$ cat config.mk
export PLATFORM = sky130hd
export DESIGN_NAME = spi_slave_reg
export DESIGN_NICKNAME = d
export VERILOG_FILES = /design/src/rtl/ast_bos_pkg.sv /design/src/rtl/sync_edge.sv /design/src/rtl/spi_slave_reg.sv
export SDC_FILE = /design/constraint.sdc
export NUM_CORES = 1
export LEC_CHECK = 0
export CORE_ASPECT_RATIO = 1.75
export CORE_MARGIN = 3
export CORE_UTILIZATION = 40
export CTS_BUF_LIST = sky130_fd_sc_hd__clkbuf_2 sky130_fd_sc_hd__clkbuf_4 sky130_fd_sc_hd__clkbuf_8
export DETAILED_ROUTE_END_ITERATION = 12
export HOLD_SLACK_MARGIN = 0.08
export PLACE_DENSITY = 0.66
export SETUP_SLACK_MARGIN = 0.15
export SLEW_MARGIN = 20
export SYNTH_ARGS = -nofsm -noshare
export SYNTH_HDL_FRONTEND = slang
export SYNTH_SLANG_ARGS = --single-unit
$ cat constraint.sdc
create_clock -name sys_clk -period 2.6 [get_ports sys_clk]
set_input_delay 0.65 -clock sys_clk [delete_from_list [all_inputs] [get_ports sys_clk]]
set_output_delay 0.65 -clock sys_clk [all_outputs]
set_load 0.03 [all_outputs]
$ cat src/rtl/ast_bos_pkg.sv
// ast_bos_pkg: shared definitions for the DAC bus SPI path.
// Slave FSM state encoding and DAC frame field positions.
package ast_bos_pkg;

    typedef enum logic [1:0] {
        WAIT_HI = 2'd0,
        IDLE    = 2'd1,
        RECV    = 2'd2,
        OVER    = 2'd3
    } spi_state_t;

    localparam logic [3:0] CMD_WR_UPD = 4'b0011;

    localparam int CMD_MSB  = 23;
    localparam int CMD_LSB  = 20;
    localparam int DATA_MSB = 19;
    localparam int DATA_LSB = 4;

endpackage

$ cat src/rtl/sync_edge.sv
// sync_edge: 2-FF synchronizer with rise/fall pulses on the synced level.
// The third flop only remembers the previous synced value for edge detection.
module sync_edge #(
    parameter bit RST_VAL = 1'b0
) (
    input  logic clk,
    input  logic rst_n,
    input  logic din,
    output logic dout,
    output logic rise,
    output logic fall
);

    logic [2:0] q;

    // Shift the async input through two sync stages plus one history stage.
    always_ff @(posedge clk or negedge rst_n) begin
        if (!rst_n) q <= {3{RST_VAL}};
        else        q <= {q[1:0], din};
    end

    assign dout = q[1];
    assign rise = q[1] & ~q[2];
    assign fall = ~q[1] & q[2];

endmodule

$ cat src/rtl/spi_slave_reg.sv
// spi_slave_reg: oversampled SPI slave, MSB-first, one word per good frame.
// Counts good and bad frames with saturating counters.
module spi_slave_reg
    import ast_bos_pkg::*;
#(
    parameter int CPOL  = 1,
    parameter int CPHA  = 1,
    parameter int WIDTH = 24,
    parameter int CNT_W = 16
) (
    input  logic             sys_clk,
    input  logic             n_rst,
    input  logic             sclk,
    input  logic             mosi,
    input  logic             n_cs,
    output logic [WIDTH-1:0] out_data,
    output logic             out_ena,
    output logic             frame_err,
    output logic             busy,
    output logic [CNT_W-1:0] frame_cnt,
    output logic [CNT_W-1:0] err_cnt
);

    localparam int CW = $clog2(WIDTH + 1);
    localparam bit RISE_SAMPLE = (CPOL == CPHA);

    logic sclk_s, sclk_rise, sclk_fall;
    logic ncs_s, ncs_rise, ncs_fall;
    logic [1:0] mosi_q;
    logic mosi_s, sample;

    spi_state_t state, state_n;
    logic [CW-1:0] cnt, cnt_n;
    logic [WIDTH-1:0] shreg, shreg_n;
    logic [1:0] settle;
    logic close_good, close_bad, to_over;

    sync_edge #(.RST_VAL(CPOL != 0)) u_sclk (
        .clk(sys_clk), .rst_n(n_rst), .din(sclk),
        .dout(sclk_s), .rise(sclk_rise), .fall(sclk_fall)
    );

    sync_edge #(.RST_VAL(1'b1)) u_ncs (
        .clk(sys_clk), .rst_n(n_rst), .din(n_cs),
        .dout(ncs_s), .rise(ncs_rise), .fall(ncs_fall)
    );

    // Delay mosi by the same two stages as sclk and n_cs.
    always_ff @(posedge sys_clk or negedge n_rst) begin
        if (!n_rst) mosi_q <= 2'b00;
        else        mosi_q <= {mosi_q[0], mosi};
    end

    assign mosi_s = mosi_q[1];
    assign sample = (sclk_rise | sclk_fall) & (sclk_s == RISE_SAMPLE);
    assign busy   = (state == RECV) || (state == OVER);

    // Next state, shift/count update and frame-close decision.
    always_comb begin
        state_n    = state;
        cnt_n      = cnt;
        shreg_n    = shreg;
        close_good = 1'b0;
        close_bad  = 1'b0;
        to_over    = 1'b0;
        unique case (state)
            WAIT_HI: begin
                if (settle[1] && ncs_s) state_n = IDLE;
            end
            IDLE: begin
                if (ncs_fall) begin
                    cnt_n   = '0;
                    shreg_n = '0;
                    state_n = RECV;
                end
            end
            RECV: begin
                if (sample) begin
                    if (cnt == CW'(WIDTH)) begin
                        to_over = 1'b1;
                        state_n = OVER;
                    end else begin
                        cnt_n   = cnt + 1'b1;
                        shreg_n = {shreg[WIDTH-2:0], mosi_s};
                    end
                end
                if (ncs_rise) begin
                    state_n = IDLE;
                    if (!to_over && cnt_n == CW'(WIDTH)) close_good = 1'b1;
                    else                                 close_bad  = 1'b1;
                end
            end
            OVER: begin
                if (ncs_rise) begin
                    state_n   = IDLE;
                    close_bad = 1'b1;
                end
            end
            default: state_n = WAIT_HI;
        endcase
    end

    // FSM state and datapath; settle keeps WAIT_HI from trusting reset-valued sync flops.
    always_ff @(posedge sys_clk or negedge n_rst) begin
        if (!n_rst) begin
            state  <= WAIT_HI;
            cnt    <= '0;
            shreg  <= '0;
            settle <= 2'b00;
        end else begin
            state  <= state_n;
            cnt    <= cnt_n;
            shreg  <= shreg_n;
            settle <= {settle[0], 1'b1};
        end
    end

    // Registered frame-close strobes, output word and saturating counters.
    always_ff @(posedge sys_clk or negedge n_rst) begin
        if (!n_rst) begin
            out_data  <= '0;
            out_ena   <= 1'b0;
            frame_err <= 1'b0;
            frame_cnt <= '0;
            err_cnt   <= '0;
        end else begin
            out_ena   <= close_good;
            frame_err <= close_bad;
            if (close_good) begin
                out_data <= shreg_n;
                if (frame_cnt != '1) frame_cnt <= frame_cnt + 1'b1;
            end
            if (close_bad && err_cnt != '1) err_cnt <= err_cnt + 1'b1;
        end
    end

endmodule
==> results of run 1 <==
-- sequential cells by signal, indices dropped and copies added, names as in the netlist --
name and count:
err_cnt 16, mosi_q 2, out_ena 1, settle 2, frame_err 1, shreg 24
frame_cnt 16, out_data 24, state 2, u_sclk.q 3, u_ncs.q 3, cnt 5
-- power by group --
group | total [mW] | internal (mW) | switching, mW
Sequential | 1.66 | 1.60 | 0.0580
Clock | 0.979 | 0.458 | 0.521
Combinational | 0.683 | 0.250 | 0.433
Total | 3.32 | 2.31 | 1.01
-- cell usage in the layout, fill, tap and decap left out, types with 8 or more instances in the layout --
cell,instances
mux2_2,26
clkbuf_8,9
clkdlybuf4s50_1,61
dfrtp_1,91
nand3_1,13
and3_1,15
nand4_1,18
xnor2_1,24
buf_4,8
o21ai_0,10
ha_1,8
a22o_1,24
inv_1,8
nand2_1,20
nor2_1,9
-- per-layer routing --
| metal | part of all wire | track usage | wire, microns | vias to the layer above |
|---|---|---|---|---|
| li1 | - | - | - | 1398 |
| met1 | 0.42 | 0.182 | 3630 | 1498 |
| met2 | 0.54 | 0.256 | 4610 | 63 |
| met3 | 0.030 | 0.0342 | 254 | 10 |
| met4 | 0.013 | 0.0661 | 114 | 0 |
| met5 | 0 | 0 | 0 | - |
-- how the worst max path moves through the flow --
stage / slack [ns] / end / startpoint / cells after the start
after floorplan: 0.35 / out_data[10]$_DFFE_PN0P_ / u_sclk.q[2]$_DFF_PN1_ / 7
after global placement: 0.20 / frame_cnt[14]$_DFFE_PN0P_ / u_sclk.q[1]$_DFF_PN1_ / 7
after detailed placement: 0.06 / frame_cnt[14]$_DFFE_PN0P_ / u_sclk.q[1]$_DFF_PN1_ / 7
after CTS: 0.18 / frame_cnt[14]$_DFFE_PN0P_ / cnt[1]$_DFFE_PN0P_ / 9
after global routing: 0.16 / out_data[20]$_DFFE_PN0P_ / cnt[0]$_DFFE_PN0P_ / 7
final: 0.25 / busy / state[0]$_DFFE_PN0P_ / 4
-- stage by stage --
stage,setup slack [ns],hold WS [ns]
floorplan,0.349,0.331
global placement,0.198,0.334
detailed placement,0.0614,0.345
CTS,0.176,0.0971
global route,0.162,0.109
finish,0.249,0.121
-- cell type report --
type	count	share of cell area
clock inverters	6	0.0122
repair buffers	73	0.140
clock buffers	10	0.0247
well taps	127	0.0299
flip-flops and latches	99	0.467
multi-input cells	224	0.320
inverters	8	0.00564
-- kinds of logic after synthesis --
kind of cell             after synthesis
AO/OA/AOI/OAI                         56
XOR/XNOR                              25
AND/OR/NAND/NOR                      103
multiplexers                          30
buffers and inverters                 22
adder cells (fa/ha/maj)                9
flip-flops                            99
other                                  1
-- critical path, stage by stage (launching register included) --
cell             delay (ns)
dfrtp_1                0.40
inv_1                  0.10
ha_2                   0.24
or2_2                  0.32
clkdlybuf4s15_2        0.29
-- timing repair --
action,CTS,global route
pin swaps,0,2
hold buffers,0,0
setup endpoints to repair,4,27
resized for setup,6,3
setup buffers,0,2
gates cloned,0,1
==> results.md, run 1 <==
* Chip Height at 143 microns
* F_max at 0.425 GHz
* DRC violations left at 0
* Static Leak at 2.40 nW
* Unique cell type count in the Yosys netlist at 49
* Max-slew violation count at 0
* Adder-Cell Fraction of Synth Area at 0.0264
* Minimum clock period at 2.35 ns
* Post-synth net total at 359
* Post-synthesis sequential area ratio at 0.583
* Die width at 84.1 microns
* Cell Count, Final, Fillers Out at 547
* First-pass GRT wire length at 14700 microns
* Compound-Gate Fraction of Synth Area at 0.0989
* Multiplexer share of the synthesized area at 0.0786
* Gpl congestion at 0.822
* Die area at 12000 sq um
* Critical Path Start Type: register
* Ys flop type: dfrtp_1
* Post-synth top area cell: dfrtp_1
* Status: finished, final reports clean
* Initial antenna violation count at 0
* Layout Nets at 429
* Final worst clock skew at 0.0107 ns
* Yosys top cell area share at 0.546
* Row Count at 49
* Ranking of synthesized cells by instance count: dfrtp_1 (93), mux2_2 (26), a22o_1 (24), xnor2_1 (24), nand2_1 (20)
* Total wire length at 8610 microns
* Peak VDD IR at 0.427 mV
* Worst-Margin Slew at 0.848 ns
* Setup_tns at 0 ns
* Reg2reg start: cnt[0]$_DFFE_PN0P_
* ANT nets after route at 0
* CTS Root Cell: clkbuf_8
* Vias in the first global route at 3154
* Xor and xnor area share after synthesis at 0.0513
* Design Area, Final at 5320 sq um
* Storage element area at 2490 sq um
* Maximum clock insertion buffer count at 2
* Hpwl dp at 5860 microns
* Port buffer count at 63
* Post-Syn Instances at 345
* HP Class: primary input to asynchronous set/reset pin
* N_diodes at 0
* Synth Area per Inst at 12.4 sq um
* Pin count of the biggest net entering global routing at 57
* Clock-pin slew on the worst setup and hold paths at 0.09 ns
* Grt total ovfl at 0
* CTS tree: built
* Setup CP Type: register to output pin
* DR pass1 iterations at 4
* Max cap viols at 0
* R2R Setup Slk at 0.30 ns
* Via-to-Cell Ratio at 5.43
* Final setup viols at 0
* Req. time, crit path at 1.95 ns
* CTS Buf Count at 9
* Mapped cell area at 4270 sq um
* DRT iter0 DRCs at 100
* Largest family of logic cells by synthesized area: simple AND/OR/NAND/NOR gates
* Number of synthesized flops with an enable pin at 0
* Flops & latches, synth at 99
* Placed cells at 528
* Final worst-path cycle share at 0.904
* GRT Resource Usage Total at 0.150
* Via count at 2969
* Post-synthesis async set-or-reset flop share at 1.00
* Skew-Pair Late Insertion Delay at 0.36 ns
* Initial Util at 0.412
* Core area at 10400 sq um
* Final Core Density at 0.514
* Power Dens Cells at 624 nW/um^2
* Area delta synth->final at 24.8%
* H-tree Lvls at 3
* Placed cell area at 5060 sq um
* Fill count at 966
* CP Capture Type: output pin
* R2R cell count at 9
* Slew Limit Headroom at 0.434
* Final hold vios at 0
* Dominant cells by area after synthesis: dfrtp_1 (55%), mux2_2 (6.9%), a22o_1 (4.9%), xnor2_1 (4.9%), dfstp_2 (3.7%)
* RSZ-0062 raised after global routing: no
* Most common cell in the netlist: dfrtp_1
* Yosys warns at 0
* Total chip power at 3.32 mW
* Simple logic cell fraction of the synthesized area at 0.139
* I/O pins at 64
* Area of the multi-input gates at 1700 sq um
* Crit path DAT at 1.70 ns
* Worst R2R End: out_data[12]$_DFFE_PN0P_
* CP max FO at 8
* Share of layout cells above drive strength 1 at 0.160
* Clock Sink Count at 99
* DR WL/cell at 15.7 microns
Power figures use the tool's default switching activity.
==> run 2: changes to the inputs <==
--- a/config.mk
+++ b/config.mk
@@ -6,7 +6,6 @@
 export NUM_CORES = 1
 export LEC_CHECK = 0
 export CORE_ASPECT_RATIO = 1.75
-export CORE_MARGIN = 3
 export CORE_UTILIZATION = 40
 export CTS_BUF_LIST = sky130_fd_sc_hd__clkbuf_2 sky130_fd_sc_hd__clkbuf_4 sky130_fd_sc_hd__clkbuf_8
 export DETAILED_ROUTE_END_ITERATION = 12
==> results.md, run 2 (same netlist as run 1, synthesis figures left out) <==
* Status: finished, final reports clean
* CTS tree: built
* Gate power share at 0.207 (about the same)
* Sw frac at 0.321 (+0.0157)
* Biggest regs: out_data (24), shreg (24)
* Pin count of the biggest net entering global routing at 100 (+75%)
* Req. time, crit path at 2.85 ns (+0.90 ns)
* Crit path DAT at 2.55 ns (+0.85 ns)
* Maximum clock insertion buffer count at 2 (unchanged)
* Worst-Margin Slew at 0.854 ns (+0.00524 ns)
* Slew Limit Headroom at 0.431 (-0.00349)
* Layout Nets at 428 (-0.23%)
* Power share of the sequential group at 0.510 (+0.011)
* WHS at 0.302 ns (+0.181 ns)
* GRT Resource Usage Total at 0.161 (+0.0109)
* Share of layout cells above drive strength 1 at 0.158 (-0.00201)
* Final hold vios at 0 (unchanged)
* Initial antenna violation count at 0 (unchanged)
* Fill count at 919 (-4.9%)
* WL met2 at 4320 microns (-6.2%)
* Static Leak at 2.38 nW (-0.88%)
* Clk pwr share at 0.282 (-0.013)
* DR WL/cell at 15.2 microns (-3.7%)
* N_diodes at 0 (unchanged)
* DRT iter0 DRCs at 147 (+47%)
* Clock Sink Count at 99 (unchanged)
* Final worst clock skew at 0.0127 ns (+0.00199 ns)
* Minimum clock period at 2.29 ns (-0.0566 ns)
* Reg2reg start: cnt[0]$_DFFE_PN0P_
* Total chip power at 3.25 mW (-2.1%)
* Area delta synth->final at 23.8%
* Grt total ovfl at 0 (unchanged)
* Port buffer count at 63 (unchanged)
* Peak VDD IR at 0.372 mV (-13%)
* WL met3 at 248 microns (-2.4%)
* Top layer in use: met4
* CTS Root Cell: clkbuf_8
* Critical Path Start Type: register
* Gpl congestion at 0.773 (-5.9%)
* Storage element area at 2490 sq um (unchanged)
* Total wire length at 8270 microns (-3.9%)
* Max cap viols at 0 (unchanged)
* CP max FO at 16 (+8)
* First-pass GRT wire length at 13900 microns (-5.5%)
* Worst R2R End: frame_cnt[14]$_DFFE_PN0P_
* Final setup viols at 0 (unchanged)
* CP Capture Type: register
* Via count at 2933 (-1.2%)
* Int Power at 2.21 mW (-4.3%)
* Max-slew violation count at 0 (unchanged)
* Chip Height at 139 microns (-2.8%)
* Vias in the first global route at 2857 (-9.4%)
* Die width at 80.1 microns (-4.8%)
* HP Class: primary input to asynchronous set/reset pin
* Skew-Pair Late Insertion Delay at 0.37 ns (about the same)
* CTS Buf Count at 9 (unchanged)
* H-tree Lvls at 3 (unchanged)
* Initial Util at 0.414 (+0.00245)
* Most frequent cells in the layout: dfrtp_1 (91), clkdlybuf4s50_1 (61), mux2_2 (26)
* I/O pins at 64 (unchanged)
* Die area at 11100 sq um (-7.4%)
* Clock-pin slew on the worst setup and hold paths at 0.10 ns (about the same)
* DRC violations left at 0 (unchanged)
* Core area at 10300 sq um (-0.59%)
* Commonest non-fill, non-tap cell in the layout: dfrtp_1
* DR pass1 iterations at 4 (unchanged)
* ANT nets after route at 0 (unchanged)
* Net Sw Power at 1.04 mW (+2.9%)
* Row Count at 49 (unchanged)
* Power Dens Cells at 615 nW/um^2 (-1.3%)
* Setup_tns at 0 ns (unchanged)
* Final worst-path cycle share at 0.883 (-0.0218)
* R2R cell count at 9 (unchanged)
* Area of the multi-input gates at 1700 sq um (about the same)
* R2R Setup Slk at 0.31 ns (about the same)
* Hpwl dp at 5580 microns (-4.8%)
* Setup CP Type: register to register
* Via-to-Cell Ratio at 5.37 (-1.0%)
* Met1 wire length at 3520 microns (-2.9%)
* F_max at 0.436 GHz (+2.5%)
* RSZ-0062 raised after global routing: no
[run 2: worst max path at each step]
stage / from / slack (ns) / end / cells past startpoint
after detailed placement: u_sclk.q[1]$_DFF_PN1_ / 0.07 / out_data[1]$_DFFE_PN0P_ / 6
after CTS: state[0]$_DFFE_PN0P_ / 0.16 / busy / 4
after floorplan: u_sclk.q[2]$_DFF_PN1_ / 0.35 / out_data[10]$_DFFE_PN0P_ / 7
after global routing: cnt[0]$_DFFE_PN0P_ / 0.17 / frame_cnt[14]$_DFFE_PN0P_ / 9
final: cnt[0]$_DFFE_PN0P_ / 0.31 / frame_cnt[14]$_DFFE_PN0P_ / 9
after global placement: u_sclk.q[1]$_DFF_PN1_ / 0.13 / out_data[0]$_DFFE_PN0P_ / 6
[run 2: power by group through the flow]
stage	Sequential (mW)	Combinational (mW)	Clock, mW
final	1.66	0.674	0.918
after global routing	1.67	0.759	1.03
after CTS	1.66	0.666	0.965
after detailed placement	1.69	0.673	0
after global placement	1.68	0.658	0
after floorplan	1.71	0.410	0
[run 2: what timing repair did]
action                                  4_1_cts  5_1_grt
gates resized for setup                       4        6
setup buffers                                 0        1
endpoints found under the setup margin       26       29
hold buffers                                  0        0
pin swaps                                     0        2
[run 2: metal layers]
metal	vias to the layer above	global-route usage
met3	14	0.0355
met2	64	0.260
met4	0	0.0780
met1	1462	0.203
li1	1393	-
met5	-	0
[run 2: final cells by class]
class | count | share of cell area
Multi-Input combinational cell | 224 | 0.322
Clock buffer | 9 | 0.0235
Tap cell | 127 | 0.0301
Timing Repair Buffer | 72 | 0.137
Inverter | 8 | 0.00569
Clock inverter | 7 | 0.0109
Sequential cell | 99 | 0.471
[run 2: stage by stage]
stage / util / instance area, sq um / setup slack [ns] / std cells
5_1_grt: 0.513 / 5280 / 0.168 / 546
4_1_cts: 0.511 / 5270 / 0.160 / 545
3_3_place_gp: 0.492 / 5070 / 0.134 / 529
2_1_floorplan: - / 4270 / 0.349 / 345
6_report: 0.513 / 5280 / 0.305 / 546
3_5_place_dp: 0.492 / 5070 / 0.0696 / 529
[run 2: critical path, cell delays in order, from the launching register on]
cell      delay, ns
dfrtp_2        0.44
inv_1          0.06
ha_1           0.19
nand4b_1       0.19
nand4b_1       0.13
a211o_1        0.34
nor3_4         0.22
buf_12         0.18
nand4_1        0.10
mux2_1         0.32
==> run 3: changes to the inputs <==
--- a/config.mk
+++ b/config.mk
@@ -12,7 +12,6 @@
 export HOLD_SLACK_MARGIN = 0.08
 export PLACE_DENSITY = 0.66
 export SETUP_SLACK_MARGIN = 0.15
-export SLEW_MARGIN = 20
 export SYNTH_ARGS = -nofsm -noshare
 export SYNTH_HDL_FRONTEND = slang
 export SYNTH_SLANG_ARGS = --single-unit
==> results of run 3 <==
The final DEF is identical to that of run 2; final timing and power are the same.
